===== config.mk =====
export PLATFORM = sky130hd
export DESIGN_NAME = nibble_serial_subtractor
export DESIGN_NICKNAME = d
export VERILOG_FILES = /design/src/rtl/nibble_serial_subtractor.sv
export SDC_FILE = /design/constraint.sdc
export NUM_CORES = 1
export LEC_CHECK = 0
export CAP_MARGIN = 5
export CELL_PAD_IN_SITES_DETAIL_PLACEMENT = 1
export CELL_PAD_IN_SITES_GLOBAL_PLACEMENT = 1
export CORE_MARGIN = 5
export CORE_UTILIZATION = 35
export DETAILED_ROUTE_END_ITERATION = 7
export PLACE_DENSITY_LB_ADDON = 0.25
export REMOVE_ABC_BUFFERS = 1
export SETUP_SLACK_MARGIN = 0.02
export SLEW_MARGIN = 20
export SYNTH_ARGS = -nofsm -noshare
export SYNTH_HDL_FRONTEND = slang
export SYNTH_SLANG_ARGS = --single-unit

===== constraint.sdc =====
create_clock -name clk -period 2.9 [get_ports clk]
set_clock_uncertainty 0.2 [all_clocks]
set_input_delay 0.29 -clock clk [delete_from_list [all_inputs] [get_ports clk]]
set_output_delay 0.29 -clock clk [all_outputs]
set_load 0.05 [all_outputs]

===== src/rtl/nibble_serial_subtractor.sv =====
// Serial N-bit subtractor D = A - B - Bin, one 4-bit lookahead slice per clock, valid/ready on both sides.
// Optional status outputs V (signed overflow) and Z (zero) are enabled by defining SUB_STATUS_FLAGS_EN.
module nibble_serial_subtractor #(
    parameter int N = 16
) (
    input  logic         clk,
    input  logic         rst_n,
    input  logic         in_valid,
    output logic         in_ready,
    input  logic [N-1:0] A,
    input  logic [N-1:0] B,
    input  logic         Bin,
    output logic         out_valid,
    input  logic         out_ready,
    output logic [N-1:0] D,
    output logic         Bout
`ifdef SUB_STATUS_FLAGS_EN
    ,
    output logic         V,
    output logic         Z
`endif
);

    localparam int SLICES = N / 4;
    localparam int CW     = (SLICES > 1) ? $clog2(SLICES) : 1;

    generate
        if ((N % 4) != 0 || N < 4) begin : g_bad_width
            $error("nibble_serial_subtractor: N must be a multiple of 4 and at least 4");
        end
    endgenerate

    typedef enum logic [1:0] {
        IDLE,
        CALC,
        DONE
    } state_t;

    state_t state;
    state_t state_next;

    logic [N-1:0]  a_reg;
    logic [N-1:0]  b_reg;
    logic          borrow;
    logic [CW-1:0] cnt;

    logic [3:0]    a_slice;
    logic [3:0]    b_slice;
    logic [3:0]    g;
    logic [3:0]    p;
    logic [4:0]    c;
    logic [3:0]    diff;
    logic [N-1:0]  d_next;
    logic          last_slice;

`ifdef SUB_STATUS_FLAGS_EN
    logic          v_reg;
    logic          z_reg;
    assign V = v_reg;
    assign Z = z_reg;
`endif

    assign last_slice = (cnt == CW'(SLICES - 1));

    always_comb begin
        a_slice = '0;
        b_slice = '0;
        for (int i = 0; i < SLICES; i++) begin
            if (cnt == CW'(i)) begin
                a_slice = a_reg[4*i +: 4];
                b_slice = b_reg[4*i +: 4];
            end
        end
    end

    // Subtraction as A + ~B + ~borrow; carries come from flat generate/propagate terms, no ripple chain.
    always_comb begin
        g    = a_slice & ~b_slice;
        p    = a_slice ^ ~b_slice;
        c[0] = ~borrow;
        c[1] = g[0] | (p[0] & c[0]);
        c[2] = g[1] | (p[1] & g[0]) | (p[1] & p[0] & c[0]);
        c[3] = g[2] | (p[2] & g[1]) | (p[2] & p[1] & g[0]) | (p[2] & p[1] & p[0] & c[0]);
        c[4] = g[3] | (p[3] & g[2]) | (p[3] & p[2] & g[1]) | (p[3] & p[2] & p[1] & g[0])
             | (p[3] & p[2] & p[1] & p[0] & c[0]);
        diff = p ^ c[3:0];
    end

    always_comb begin
        d_next = D;
        for (int i = 0; i < SLICES; i++) begin
            if (cnt == CW'(i)) begin
                d_next[4*i +: 4] = diff;
            end
        end
    end

    always_ff @(posedge clk or negedge rst_n) begin
        if (!rst_n) begin
            state <= IDLE;
        end else begin
            state <= state_next;
        end
    end

    always_comb begin
        state_next = state;
        case (state)
            IDLE:    if (in_valid)   state_next = CALC;
            CALC:    if (last_slice) state_next = DONE;
            DONE:    if (out_ready)  state_next = IDLE;
            default: state_next = IDLE;
        endcase
    end

    always_comb begin
        in_ready  = (state == IDLE);
        out_valid = (state == DONE);
    end

    // Flags are captured on the same edge as Bout so all result fields change together.
    always_ff @(posedge clk or negedge rst_n) begin
        if (!rst_n) begin
            a_reg  <= '0;
            b_reg  <= '0;
            borrow <= 1'b0;
            cnt    <= '0;
            D      <= '0;
            Bout   <= 1'b0;
`ifdef SUB_STATUS_FLAGS_EN
            v_reg  <= 1'b0;
            z_reg  <= 1'b0;
`endif
        end else begin
            case (state)
                IDLE: begin
                    if (in_valid) begin
                        a_reg  <= A;
                        b_reg  <= B;
                        borrow <= Bin;
                        cnt    <= '0;
                    end
                end
                CALC: begin
                    D      <= d_next;
                    borrow <= ~c[4];
                    cnt    <= cnt + CW'(1);
                    if (last_slice) begin
                        Bout  <= ~c[4];
`ifdef SUB_STATUS_FLAGS_EN
                        v_reg <= (a_reg[N-1] != b_reg[N-1]) && (d_next[N-1] != a_reg[N-1]);
                        z_reg <= (d_next == '0);
`endif
                    end
                end
                default: begin
                end
            endcase
        end
    end

endmodule


Word level (Yosys, flattened, before mapping) --
Index checks and enable logic that the tools add are counted.
Operators by class: add/subtract/negate cells 1, equal/unequal tests 8, muxes and demuxes 16, bitwise logic cells 32, reduce and logical (&&, ||, !) cells 10
Operators with widths (count):
- $mux W4 | 8
- $and A1 B1 Y1 | 16
- $reduce_and A2 Y1 | 6
- $or A1 B1 Y1 | 10
- $mux W2 | 4
- $xor A4 B4 Y4 | 2
- $eq A2 B2 Y1 const B | 3
- $pmux W2 S3 | 1
- $and A4 B4 Y4 | 1
- $eq A2 B1 Y1 const B | 2
- $logic_not A2 Y1 | 2
- $ne A2 B2 Y1 const B | 2
- $not A4 Y4 | 1
- $pmux W2 S2 | 1
- $reduce_and A3 Y1 | 1
- $add A2 B1 Y2 const B | 1
- $ne A2 B1 Y1 const B | 1
- $not A1 Y1 | 2
- $pmux W1 S2 | 1
- $reduce_bool A2 Y1 | 1
- $mux W1 | 1
Storage, ports and cells: bits in registers 54, bits of input ports 37, logic and storage cells 77

Longest topological paths before layout --
depth after elaboration 14, depth in mapped cells 12, mapped depth without buffers 11

Worst setup path after synthesis --
OpenSTA, ideal clock, no wires.
path kind reg-to-reg, start register cnt[0], end register D[11], library setup time 0.136 ns, data arrival time 2.610 ns, path slack -0.046 ns, cell stages (with the launch flop) 13, clock period less this slack 2.946 ns, cell sequence dfrtp_1 -> inv_1 -> ha_1 -> nor2b_1 -> clkbuf_1 -> a221o_1 -> a22oi_1 -> inv_1 -> ha_1 -> nor2b_1 -> o311a_1 -> nor3_1 -> o31ai_1
Between the ends: longest elaborated chain between the ends 12, elaborated cells on any way between the ends 25, classes of those cells eq/ne (3); mux (8); bitwise (12); reduce/logical (2)
Ends and longest elaborated chain:
- start, declared | RTL line 45 | logic [CW-1:0] cnt;
- start signal, assigned | RTL line 147 | cnt <= cnt + CW'(1);
- $logic_not A2 Y1 | RTL line 69 | if (cnt == CW'(i)) begin
- $mux W4 (4 in a row) | RTL line 69
- $not A4 Y4 | RTL line 78, 79
- $xor A4 B4 Y4 or $and A4 B4 Y4 (tied branches) | RTL line 79, 78
- $and A1 B1 Y1 | RTL line 83 | c[3] = g[2] | (p[2] & g[1]) | (p[2] & p[1] & g[0]) | (p[2] & p[1] & p[0] & c[0]);
- $or A1 B1 Y1 or $and A1 B1 Y1 (tied branches) (2 in a row) | RTL line 83
- $or A1 B1 Y1 | RTL line 83
- $xor A4 B4 Y4 | RTL line 86 | diff = p ^ c[3:0];
- end signal, assigned | RTL line 145 | D <= d_next;
- end, declared | RTL line 15 | output logic [N-1:0] D,
Parallel ways exist; a longest one is shown, timed or not. A chain may end at the register's enable or synchronous reset.

Worst setup path after layout --
start register cnt[0], end register D[7]
The elaborated chain is that of the path after synthesis.

==> impl_metrics.yaml <==
worst_setup_path:
  cp_slowest_cell: "dfrtp_1"
  crit_cells: 11
  worst-path-buf-inv: 2
  crit_path_frequent_cell: "nor2b_4"
  critPathLaunch: "cnt[0]$_DFFE_PN0P_"
  reg2reg_to: "D[7]$_DFFE_PN0P_"
  crit_chain: "inv_2, ha_4, nor2b_4, a221o_1, a22oi_2, inv_1, ha_1, nor2b_4, o311a_1, o21a_4, o31ai_2"
  rrSetupSlack_ps: 80
  required_ps: 2920
  worstPathMaxFanout: 5
  ff2ff_path_depth: 11
  start_kind: "flop"
  critPathMaxStageDelay_ps: 450
  worstSetupPathType: "flop to flop"
  crit_end: "D[7]$_DFFE_PN0P_"
  crit_path_end_kind: "flop"
  r2r_start: "cnt[0]$_DFFE_PN0P_"
  cp_top_family: "compound AO/OA/AOI/OAI gates"
  crit_arrival_ps: 2840
synthesis:
  synth_ff_type: "dfrtp_1"
  yosys_warnings: 0
  syn-mean-instance-area_sq_um: 11.6
  ys_types: 32
  yosysSeqAreaShare_pct: 53.9
  netlist_area_sq_um: 2510
  synth_edf_count: 0
  syn_inst: 217
  async_flop_share_pct: 100
  ys_ff_latch: 54
cells_and_area:
  diodes: 0
  syn2layout_area_growth_pct: 36.8
  final_nets: 330
  fin_util_pct: 49.9
  drive_gt1_share_pct: 25.3
  fillers: 743
  layout_common_cells: "dfrtp_1, clkdlybuf4s50_1, mux2_2"
place:
  dp_hpwl_um: 4420
  port-buffer-count: 55
  place.gp.congestion: 0.815
global_route:
  antenna_found_initial: 0
  grt_first_pass_wirelength_um: 9450
  grt_overflow: 0
  grt_max_degree: 55
  grt_usage_pct: 13.6
  grt_pass1_vias: 1892
drt:
  routed_wl_um: 5950
  route.met3.wl_um: 277
  vias_per_cell: 4.94
  wire_per_inst_um: 15.6
  drtIter0Drc: 54
  drc: 0
  maxUsedRoutingLayer: "met4"
  dr.pass1.iters: 4
  final_antenna_net_count: 0
  dr_wl_met2_um: 2890
  vias: 1883
  wl_met1_um: 2690
clocking:
  clk_path_buf_depth: 2
  root_buffer: "clkbuf_8"
  clkLatencyLatePin_ps: 310
  clock_sinks: 54
  cts_buffers: 5
  path_clk_slew_ps: 100
  tritoncts: "built"
  h-tree-depth: 2
die:
  core_sq_um: 6870
  die_w_um: 94.7
  dieArea_sq_um: 8960
  num_io_pins: 56
  start_util_pct: 36.5
  num_rows: 30
  die_h_um: 94.7
run_status:
  outcome: "finished clean"
timing:
  slew_violations: 0
  finalHoldViolations: 0
  tightest_slew_ps: 682
  min_period_ps: 2820
  finalSetupViolCount: 0
  finalCritPeriodShare_pct: 97.2
  slew_headroom_pct: 54.6
  fmax_ghz: 0.355
flow_run:
  maxCapViolations: 0
hold_path:
  hold_class: "flop to flop"
==> worst min-delay path: stages, from the launching register on <==
cell	delay, ps
dfrtp_1	350
nand2_1	50
o21ai_0	60
==> cell usage after synthesis, types with 2 or more instances <==
master,count,share of area (%)
buf_6,3,1.3
a22oi_1,2,0.60
nor3_1,4,0.80
inv_1,8,1.2
nand3_1,2,0.40
o21ai_0,18,3.6
xor2_1,2,0.70
nand2b_1,2,0.50
a221o_1,2,0.80
dfrtp_1,54,54
nor2_1,3,0.45
nand2_1,30,4.5
mux2_2,31,14
o31ai_1,7,2.1
buf_2,3,0.60
a221oi_1,5,1.7
ha_1,8,4.0
nor2b_1,7,1.7
clkbuf_1,5,0.75
a21oi_1,9,1.8
==> cell families after synthesis <==
group,synth area share [%]
AOI/OAI and AO/OA,12.7
and+or+nand+nor,9.88
adders and majority gates,4.79
muxes,13.9
xor gates and xnor gates,0.698
buffers and inverters,4.19
DFF,53.9
==> through the flow <==
step	area, sq um	worst slack [ps]	TNS [ps]	hold WS [ps]	std cells
final	3430	81.7	0	285	381
after global placement	3200	97.6	0	256	368
after CTS	3310	32.4	0	291	377
after global routing	3430	-33.2	-90.4	314	381
after floorplan	2430	-42.0	-147	-206	205
after detailed placement	3200	2.28	0	269	368
==> area by class of cell <==
type / instances / area [sq um] / share of cell area, %
flip-flops and latches: 54 / 1350 / 39.4
multi-input cells: 143 / 1150 / 33.4
repair buffers: 72 / 692 / 20.2
well taps: 96 / 120 / 3.50
clock buffers: 7 / 86.3 / 2.52
inverters: 8 / 30.0 / 0.875
clock inverters: 1 / 5.00 / 0.146
==> timing repair <==
action | CTS | global route
cloned | 0 | 0
resized for setup | 2 | 20
hold buffers | 1 | 0
pin swaps | 1 | 6
setup endpoints to repair | 4 | 8
setup buffers | 0 | 4
endpoints found under the hold margin | 54 | 0
==> how the worst min path moves through the flow <==
| stage | startpoint | endpoint | slack (ps) | depth (start not counted) |
|---|---|---|---|---|
| 2_1_floorplan | rst_n | Bout$_DFFE_PN0P_ | -210 | 0 |
| 3_3_place_gp | rst_n | D[1]$_DFFE_PN0P_ | 260 | 2 |
| 3_5_place_dp | rst_n | state[1]$_DFFE_PN0P_ | 270 | 2 |
| 4_1_cts | D[13]$_DFFE_PN0P_ | D[13]$_DFFE_PN0P_ | 290 | 2 |
| 5_1_grt | D[13]$_DFFE_PN0P_ | D[13]$_DFFE_PN0P_ | 310 | 2 |
| 6_report | D[9]$_DFFE_PN0P_ | D[9]$_DFFE_PN0P_ | 290 | 2 |
==> per-layer routing <==
| metal | track usage [%] | up-vias |
|---|---|---|
| li1 | - | 899 |
| met1 | 18.8 | 926 |
| met2 | 21.0 | 49 |
| met3 | 3.51 | 9 |
| met4 | 4.09 | 0 |
| met5 | 0 | - |
Power is not shown: default switching activity piles up to over one toggle a cycle in this logic, so the estimate is an artifact.
